### src/rtl/cf_fft_pkg.sv
// Shared types and constants for the FFT operand-select sequencer.
// Holds the controller state enum, the four mux select codes and size defaults.
package cf_fft_pkg;

    typedef enum logic [1:0] {
        IDLE  = 2'd0,
        RUN   = 2'd1,
        FLUSH = 2'd2
    } state_e;

    localparam logic [2:0] SEL_OP1 = 3'b000;
    localparam logic [2:0] SEL_OP2 = 3'b101;
    localparam logic [2:0] SEL_OP3 = 3'b011;
    localparam logic [2:0] SEL_OP4 = 3'b001;

    localparam int N_LOG2_DEF   = 10;
    localparam int N_STAGES_DEF = 10;
    localparam int STAGE_W      = 4;
    localparam int FLUSH_W      = 8;

    // Phase 0..3 walks the operands 1,2,3,4 in order.
    function automatic logic [2:0] phase_to_sel(input logic [1:0] phase);
        logic [2:0] sel;
        case (phase)
            2'd0:    sel = SEL_OP1;
            2'd1:    sel = SEL_OP2;
            2'd2:    sel = SEL_OP3;
            default: sel = SEL_OP4;
        endcase
        return sel;
    endfunction

endpackage

### src/rtl/cf_fft_1024_8_sel_ctrl_if.sv
// Control bundle between the frame sync/enable source and the select sequencer.
// The controller uses the slave modport; the upstream driver uses master.
interface cf_fft_1024_8_sel_ctrl_if #(
    parameter int N_LOG2 = 10
);
    // No valid/ready pair here: enable_i qualifies every edge, and sync_i is
    // only a request on edges where enable_i=1. Outputs are registered and
    // only change on enabled edges (or on reset).
    logic              enable_i;
    logic              sync_i;
    logic [2:0]        sel_o;
    logic [3:0]        stage_o;
    logic [N_LOG2-1:0] index_o;
    logic              busy_o;
    logic              sync_o;
    logic              err_o;
    logic [1:0]        dbg_state_o;

    modport master (
        output enable_i, sync_i,
        input  sel_o, stage_o, index_o, busy_o, sync_o, err_o, dbg_state_o
    );

    modport slave (
        input  enable_i, sync_i,
        output sel_o, stage_o, index_o, busy_o, sync_o, err_o, dbg_state_o
    );
endinterface

### src/rtl/cf_fft_sel_decode.sv
// Phase-to-select-code mapping for the 4-way operand mux.
// With CF_FFT_SEL_ROTATE_EN defined the phase is offset by the stage number.
module cf_fft_sel_decode
    import cf_fft_pkg::*;
(
    input  logic [1:0] i_index_lo,
`ifdef CF_FFT_SEL_ROTATE_EN
    input  logic [1:0] i_stage_lo,
`endif
    input  logic       i_run,
    output logic [2:0] o_sel
);

    logic [1:0] w_phase;

    always_comb begin
`ifdef CF_FFT_SEL_ROTATE_EN
        w_phase = i_index_lo + i_stage_lo;
`else
        w_phase = i_index_lo;
`endif
        o_sel = i_run ? phase_to_sel(w_phase) : SEL_OP1;
    end

endmodule

### src/rtl/cf_fft_1024_8_sel_ctrl.sv
// Frame sequencer for the FFT operand-select mux: IDLE -> RUN (all stages) -> FLUSH.
// Optional per-stage operand rotation is enabled by defining CF_FFT_SEL_ROTATE_EN.
module cf_fft_1024_8_sel_ctrl
    import cf_fft_pkg::*;
#(
    parameter int N_LOG2       = N_LOG2_DEF,
    parameter int N_STAGES     = N_STAGES_DEF,
    parameter int FLUSH_CYCLES = 8
) (
    input  logic                      clock_c,
    input  logic                      reset_i,
    cf_fft_1024_8_sel_ctrl_if.slave   bus
);

    localparam logic [N_LOG2-1:0]  IDX_MAX    = '1;
    localparam logic [STAGE_W-1:0] STG_LAST   = STAGE_W'(N_STAGES - 1);
    localparam logic [FLUSH_W-1:0] FLUSH_INIT = FLUSH_W'(FLUSH_CYCLES - 1);

    state_e              r_state;
    logic [N_LOG2-1:0]   r_index;
    logic [STAGE_W-1:0]  r_stage;
    logic [FLUSH_W-1:0]  r_flush;
    logic [2:0]          r_sel;
    logic                r_busy;
    logic                r_sync;
    logic                r_err;

    state_e              w_nxt_state;
    logic [N_LOG2-1:0]   w_nxt_index;
    logic [STAGE_W-1:0]  w_nxt_stage;
    logic [FLUSH_W-1:0]  w_nxt_flush;
    logic                w_frame_end;
    logic                w_err_evt;
    logic [2:0]          w_sel;

    // Next-state values are computed once so the select code can be decoded
    // from the upcoming index/stage and registered alongside them.
    always_comb begin
        w_nxt_state = r_state;
        w_nxt_index = r_index;
        w_nxt_stage = r_stage;
        w_nxt_flush = r_flush;
        w_frame_end = 1'b0;
        w_err_evt   = bus.sync_i && (r_state != IDLE);

        case (r_state)
            RUN: begin
                if (r_index == IDX_MAX) begin
                    w_nxt_index = '0;
                    if (r_stage == STG_LAST) begin
                        w_nxt_state = FLUSH;
                        w_nxt_flush = FLUSH_INIT;
                    end else begin
                        w_nxt_stage = r_stage + STAGE_W'(1);
                    end
                end else begin
                    w_nxt_index = r_index + N_LOG2'(1);
                end
            end
            FLUSH: begin
                if (r_flush == '0) begin
                    w_nxt_state = IDLE;
                    w_frame_end = 1'b1;
                end else begin
                    w_nxt_flush = r_flush - FLUSH_W'(1);
                end
            end
            default: ;
        endcase

        // A restart wins over every other transition, but the end-of-frame
        // pulse computed above still stands when both land on the same edge.
        if (bus.sync_i) begin
            w_nxt_state = RUN;
            w_nxt_index = '0;
            w_nxt_stage = '0;
            w_nxt_flush = '0;
        end
    end

    cf_fft_sel_decode u_sel_decode (
        .i_index_lo (w_nxt_index[1:0]),
`ifdef CF_FFT_SEL_ROTATE_EN
        .i_stage_lo (w_nxt_stage[1:0]),
`endif
        .i_run      (w_nxt_state == RUN),
        .o_sel      (w_sel)
    );

    always_ff @(posedge clock_c or posedge reset_i) begin
        if (reset_i) begin
            r_state <= IDLE;
            r_index <= '0;
            r_stage <= '0;
            r_flush <= '0;
            r_sel   <= SEL_OP1;
            r_busy  <= 1'b0;
            r_sync  <= 1'b0;
            r_err   <= 1'b0;
        end else if (bus.enable_i) begin
            r_state <= w_nxt_state;
            r_index <= w_nxt_index;
            r_stage <= w_nxt_stage;
            r_flush <= w_nxt_flush;
            r_sel   <= w_sel;
            r_busy  <= (w_nxt_state != IDLE);
            r_sync  <= w_frame_end;
            r_err   <= w_err_evt;
        end
    end

    assign bus.sel_o       = r_sel;
    assign bus.stage_o     = r_stage;
    assign bus.index_o     = r_index;
    assign bus.busy_o      = r_busy;
    assign bus.sync_o      = r_sync;
    assign bus.err_o       = r_err;
    assign bus.dbg_state_o = r_state;

endmodule

### src/flat_wrapper.sv
// flat-port wrapper written by rule: the top's interface ports become plain ports
module cf_fft_1024_8_sel_ctrl_flat import cf_fft_pkg::*;
#(
    parameter int N_LOG2       = N_LOG2_DEF,
    parameter int N_STAGES     = N_STAGES_DEF,
    parameter int FLUSH_CYCLES = 8
)
  (clock_c, reset_i, bus_enable_i, bus_sync_i, bus_sel_o, bus_stage_o, bus_index_o, bus_busy_o, bus_sync_o, bus_err_o, bus_dbg_state_o);
  cf_fft_1024_8_sel_ctrl_if #(.N_LOG2(N_LOG2)) bus_i ();
  input  logic clock_c;
  input  logic reset_i;
  input wire logic [$bits(bus_i.enable_i)-1:0] bus_enable_i;
  input wire logic [$bits(bus_i.sync_i)-1:0] bus_sync_i;
  output wire logic [$bits(bus_i.sel_o)-1:0] bus_sel_o;
  output wire logic [$bits(bus_i.stage_o)-1:0] bus_stage_o;
  output wire logic [$bits(bus_i.index_o)-1:0] bus_index_o;
  output wire logic [$bits(bus_i.busy_o)-1:0] bus_busy_o;
  output wire logic [$bits(bus_i.sync_o)-1:0] bus_sync_o;
  output wire logic [$bits(bus_i.err_o)-1:0] bus_err_o;
  output wire logic [$bits(bus_i.dbg_state_o)-1:0] bus_dbg_state_o;
  assign bus_i.enable_i = bus_enable_i;
  assign bus_i.sync_i = bus_sync_i;
  assign bus_sel_o = bus_i.sel_o;
  assign bus_stage_o = bus_i.stage_o;
  assign bus_index_o = bus_i.index_o;
  assign bus_busy_o = bus_i.busy_o;
  assign bus_sync_o = bus_i.sync_o;
  assign bus_err_o = bus_i.err_o;
  assign bus_dbg_state_o = bus_i.dbg_state_o;
  cf_fft_1024_8_sel_ctrl #(.N_LOG2(N_LOG2), .N_STAGES(N_STAGES), .FLUSH_CYCLES(FLUSH_CYCLES)) u_core (.clock_c(clock_c), .reset_i(reset_i), .bus(bus_i));
endmodule
### config.mk
export PLATFORM = sky130hd
export DESIGN_NAME = cf_fft_1024_8_sel_ctrl_flat
export DESIGN_NICKNAME = d
export VERILOG_FILES = /design/src/rtl/cf_fft_pkg.sv /design/src/rtl/cf_fft_1024_8_sel_ctrl_if.sv /design/src/rtl/cf_fft_sel_decode.sv /design/src/rtl/cf_fft_1024_8_sel_ctrl.sv /design/src/flat_wrapper.sv
export SDC_FILE = /design/constraint.sdc
export NUM_CORES = 1
export LEC_CHECK = 0
export BUFFER_PORTS_ARGS = -buffer_cell sky130_fd_sc_hd__buf_2
export CORE_MARGIN = 10
export CORE_UTILIZATION = 48
export DETAILED_ROUTE_END_ITERATION = 8
export GPL_ROUTABILITY_DRIVEN = 0
export PLACE_DENSITY_LB_ADDON = 0.12
export SLEW_MARGIN = 20
export SYNTH_ARGS = -nofsm -noshare
export SYNTH_HDL_FRONTEND = slang
export SYNTH_SLANG_ARGS = --single-unit
export TNS_END_PERCENT = 20
### constraint.sdc
create_clock -name clock_c -period 2.4 [get_ports clock_c]
set_clock_uncertainty 0.2 [all_clocks]
set_input_delay 0.48 -clock clock_c [delete_from_list [all_inputs] [get_ports clock_c]]
set_output_delay 0.48 -clock clock_c [all_outputs]
set_load 0.005 [all_outputs]
; Yosys cells after proc, flatten, opt, wreduce, memory -nomap -nowiden
; Index checks and enable logic that the tools add are counted.
[word_totals]
romBits = 0
mem_count = 0
word_cells = 55
output_inout_bits = 22
ramBits = 0
regBits = 30
latch_bits = 0
inputBits = 4
[classes]
add_sub_neg = 3
eq_ne = 11
multipliers = 0
bitwise = 0
shift = 0
n_lt_le_gt_ge = 0
n_reduce_logical = 11
mux = 21
div = 0
[op_table]
columns = operator, n
row1 = $mux 8, 4
row2 = $mux 10, 3
row3 = $mux 4, 4
row4 = $pmux 8 s2, 1
row5 = $add 10x1->10 const B, 1
row6 = $eq 10x10->1 const B, 1
row7 = $pmux 3 s3, 1
row8 = $logic_not 8->1, 1
row9 = $mux 2, 4
row10 = $reduce_bool 2->1, 4
row11 = $sub 8x1->8 const B, 1
row12 = $eq 2x1->1 const B, 3
row13 = $ne 3x2->1 const B, 2
row14 = $reduce_and 5->1, 1
row15 = $add 4x1->4 const B, 1
row16 = $eq 2x2->1 const B, 2
row17 = $eq 4x4->1 const B, 1
row18 = $pmux 2 s2, 1
row19 = $reduce_and 4->1, 1
row20 = $mux 3, 1
row21 = $ne 3x3->1 const B, 1
row22 = $reduce_bool 3->1, 1
row23 = $logic_not 2->1, 1
row24 = $mux 1, 2
row25 = other kinds (3), 3

; Depth between registers and ports, before layout
[logic_depth]
depth_word = 7
depth_mapped = 8
ltp_nobuf = 7

; Modules after synthesis
; Synthesis repeated with hierarchy kept, for this count alone.
[hier_totals]
cells_unflattened = 182
area_unflattened_um2 = 1769.2
[modules_own_cells]
columns = module, area_each_um2, cells_each, seq_area_each_um2, n_inst
row1 = cf_fft_1024_8_sel_ctrl, 1744.2, 179, 750.7, 1
row2 = cf_fft_sel_decode, 25.0, 3, 0.0, 1

; Worst setup path after synthesis
; Ideal clock, no wire load.
[synth_path]
path_type = register to register
startpoint = register u_core.r_index[1] (netlist: u_core.bus.index_o[1])
endpoint = register u_core.r_sel[2] (netlist: u_core.bus.sel_o[2])
synth_period_minus_slack_ps = 2142
path_slack_ps = 258
required_time_ps = 2079
setup_ps = 121
n_path_buf = 0
arrival_ps = 1821
stages_incl_launch_ff = 7
path_cell_list = dfrtp_1 > ha_1 > nand4_4 > or3_1 > nor4_2 > nor4_2 > a22o_1
[synth_via]
elab_chain_cells = 7
word_cells_on_any_way = 14
classes_between = add/sub: 1 / eq/ne: 4 / mux: 8 / reduce/logical: 1
[synth_rtl]
columns = element, line
row1 = start: declaration, cf_fft_1024_8_sel_ctrl.sv:20  ; logic [N_LOG2-1:0] r_index;
row2 = start signal: assignment, cf_fft_1024_8_sel_ctrl.sv:102  ; r_index <= w_nxt_index;
row3 = $add 10x1->10 / $eq 10x10->1 (equally long branches), "cf_fft_1024_8_sel_ctrl.sv:57, cf_fft_1024_8_sel_ctrl.sv:48"
row4 = $mux 10, cf_fft_1024_8_sel_ctrl.sv:48  ; if (r_index == IDX_MAX) begin
row5 = $mux 10, cf_fft_1024_8_sel_ctrl.sv:46  ; case (r_state)
row6 = $mux 10, cf_fft_1024_8_sel_ctrl.sv:73  ; if (bus.sync_i) begin
row7 = "$eq 2x2->1, or another cell as far along", cf_fft_pkg.sv:24  ; case (phase)
row8 = $pmux 3 s3, cf_fft_pkg.sv:24
row9 = $mux 3 (*), cf_fft_sel_decode.sv:22  ; o_sel = i_run ? phase_to_sel(w_phase) : SEL_OP1;
row10 = end signal: assignment, cf_fft_1024_8_sel_ctrl.sv:105  ; r_sel <= w_sel;
row11 = end: declaration, cf_fft_1024_8_sel_ctrl.sv:23  ; logic [2:0] r_sel;
; Mark *: on every way between the ends. The rest lies on a longest branch, timed or not. The select of a mux whose other input is x is not followed.
; A chain may end at the register's enable or synchronous reset.

; Worst setup path in the final report
[layout_path]
startpoint = register u_core.r_index[1] (netlist: u_core.bus.index_o[1])
endpoint = register u_core.r_sel[0] (netlist: u_core.bus.sel_o[0])
; Same word-level chain as after synthesis.

==> summary.txt <==
Outcome
  • Status: completed

Hold path
  • Worst hold path type: primary input to asynchronous set/reset pin

Global route
  • Largest net degree at the start of global routing: 31
  • First-pass GRT wire length: ~7800 um
  • Grt ovf: 0
  • Initial antenna violation count: 0
  • GRT Util Overall: 14.8%
  • Vias in the first global route: ~1600

Drt
  • Iter 0 DRT Violations: approximately 180
  • Vias: about 1700
  • Antenna violation net count after detailed routing: 0
  • Drt total wl: around 4600 um
  • Drt drc: 0
  • Drt wl/cell: roughly 16 um
  • Top Metal Used: met4
  • Drt pass-1 iters: 4
  • Met3 Routed Length: 312 um
  • Vias per std cell: 6.03
  • Metal-1 WL: roughly 2100 um
  • Met2 routed WL: ~2000 um

Timing
  • Least-Margin Pin Slew: roughly 0.46 ns
  • Setup ws final: between 0.1 and 0.15 ns
  • Relative slew slack: 68.8%
  • Final TNS setup: 0 ns
  • RSZ-0062 raised after global routing: false
  • Hold Worst Slack: about 0.061 ns
  • Final min period: between 2 and 2.5 ns
  • Peak Freq: 440 MHz
  • # setup viols final: 0
  • Fin crit share: 94.6%
  • Final slew viol count: 0
  • Final hold vios: 0

Floorplanning
  • Die X: between 80 and 90 um
  • Rows: 22
  • Die span in y: between 80 and 90 um
  • Die area: approximately 0.0067 mm2
  • Core ar.: around 0.0037 mm2
  • Starting Density: around half
  • I/O pins: 26

Logic synthesis
  • Count of yosys warnings during synthesis: 0
  • Flops & latches, synth: 30
  • Post-synth top flop: dfrtp_1
  • Sequential element share of the synthesized area: 40.7%
  • Mean Syn Cell Area: about 9.3 um2
  • Synth cell types: 47
  • Mapped Area: ~0.0018 mm2
  • Post-synth ARST share: 100%
  • Net Count, Synth: 210
  • Syn Inst Count: between 150 and 200
  • EDFF count, synth: 0

Worst setup path
  • Crit Path Category: flip-flop to flip-flop
  • Crit path from: u_core.bus.index_o[1]
  • Arrival time at the worst endpoint: approximately 2.2 ns
  • Worst reg2reg path startpoint: u_core.bus.index_o[1]
  • Critical path fanouts, max: 7
  • Worst setup path end: u_core.bus.sel_o[0]
  • R2R Path End: u_core.bus.sel_o[0]
  • R2r worst-path depth: 6
  • Data required time of the critical path: approximately 2.4 ns
  • Worst setup EP type: flip-flop
  • Worst R2R Setup Slack: 0.13 ns
  • CP Launch Type: flip-flop

Place
  • Hpwl dp: approximately 3300 um
  • I/O Buffers: 25
  • Worst slack, placed: 0.107 ns

Finish
  • P&R area growth vs syn: 18.2%
  • Seq. cell area: 751 um2
  • Layout cells sized above 1: between 20% and 30%
  • ANT cells: 0
  • Final nets: between 200 and 250
  • Multi-input logic area: around 0.0010 mm2
  • Layout filler cell count: between 300 and 400

Pwr
  • Pwr Total: 1800 uW
  • LEAKAGE: ~0.0011 uW
  • Maximum vdd drop: 452 uV
  • Pwr per Cell Area: 824 mW/mm2

CTS
  • Hold buffers post-CTS: 0
  • CTS tree: yes
  • Number of CTS-inserted buffers: 5
  • Sink Count: 30
  • Clk slew on worst S/H paths: ~0.060 ns
  • H-tree levels: 2
  • Skew-Pair Late Insertion Delay: 0.29 ns
  • Root Driver: clkbuf_8
  • Max clock buf depth: 2

Job
  • Max cap viols: 0
[sequential cells by signal (all words and copies together), names as in the netlist]
name,flops
u_core.bus.stage_o,4
u_core.bus.dbg_state_o,2
u_core.bus.busy_o,1
u_core.r_flush,8
u_core.bus.sync_o,1
u_core.bus.index_o,10
u_core.bus.sel_o,3
u_core.bus.err_o,1
[power breakdown]
| part | internal, uW | switching [uW] |
|---|---|---|
| Clock | 199 | 184 |
| Combinational | 317 | 421 |
| Sequential | 590 | 85.8 |
| Total | 1110 | 691 |
[metrics by stage]
| stage | instances | util (%) | cell area [um2] |
|---|---|---|---|
| 6_report | 280 | 59.1 | 2180 |
| 5_1_grt | 280 | 59.1 | 2180 |
| 4_1_cts | 280 | 58.3 | 2150 |
| 3_5_place_dp | 273 | 56.3 | 2080 |
| 3_3_place_gp | 273 | 56.3 | 2080 |
| 2_1_floorplan | 198 | - | 1840 |
[how the worst min path moves through the flow]
stage / end / slack (ns) / startpoint
2_1_floorplan: u_core.r_flush[7] / 0.27 / u_core.r_flush[7]
3_3_place_gp: u_core.bus.err_o / 0.27 / u_core.bus.err_o
3_5_place_dp: u_core.bus.err_o / 0.28 / u_core.bus.err_o
4_1_cts: u_core.bus.index_o[2] / 0.08 / reset_i
5_1_grt: u_core.bus.index_o[2] / 0.11 / reset_i
6_report: u_core.r_flush[6] / 0.06 / reset_i
[critical path: stages, from the launching register on]
cell	delay, ns
dfrtp_1	0.36
ha_1	0.25
nand4_4	0.19
or3_1	0.42
nor4_2	0.43
nor4_4	0.10
a22o_1	0.19
[logic make-up (layout without fill, tap and decap cells)]
| kind of cell | after synthesis | after routing | share of synthesized area, % |
|---|---|---|---|
| AOI/OAI and AO/OA | 54 | 54 | 22.4 |
| xor gates and xnor gates | 1 | 1 | 0.475 |
| adders and majority gates | 8 | 8 | 5.43 |
| buffers and inverters | 23 | 57 | 4.82 |
| DFF | 30 | 30 | 40.7 |
| muxes | 3 | 3 | 1.63 |
| and+or+nand+nor | 79 | 79 | 24.6 |
[placed cells by master, fill, tap and decap left out, drive strengths merged, types with 3 or more instances in the layout]
master	count
a211o	4
a21o	3
a21oi	6
a22o	4
a31oi	3
and3	4
buf	36
clkbuf	7
dfrtp	30
ha	8
inv	14
mux2i	3
nand2	15
nand2b	3
nand3	9
nand4	3
nor2	14
nor3	10
nor4	4
nor4b	3
o21ai	13
o31ai	3
o41ai	3
or3	7
[Yosys cell counts (all sizes together), types with 3 or more instances]
cell,n,share of area (%)
nand2,15,3.1
nand2b,3,1.0
mux2i,3,1.6
and3,4,1.4
nand3,9,2.7
o21ai,13,3.5
dfrtp,30,41
nor4,4,2.0
a211o,4,1.9
a31oi,3,1.0
nor3,10,2.7
nor4b,3,2.1
clkbuf,7,1.4
nor2,14,2.8
a22o,4,1.9
o31ai,3,1.5
a21o,3,1.2
a21oi,6,1.6
ha,8,5.4
o41ai,3,2.4
or3,7,2.4
inv,14,2.8
nand4,3,1.8
[metal layers]
layer,global-route usage (%),vias up
met3,4.91,9
met2,22.6,37
li1,-,805
met5,0,-
met4,6.46,0
met1,18.8,837
[what timing repair did]
item / 4_1_cts / 5_1_grt
setup buffers: 0 / 0
endpoints found under the setup margin: 0 / 7
hold endpoints to repair: 0 / 0
resized for setup: 0 / 5
[cell type report]
type                       count  area share [%]
clock buffer                   7            3.50
inverter                      14            2.41
multi-input combinational    145            47.4
sequential                    30            34.4
tap                           48            2.75
timing repair buffer          36            9.52
(Power assumes the default switching activity.)
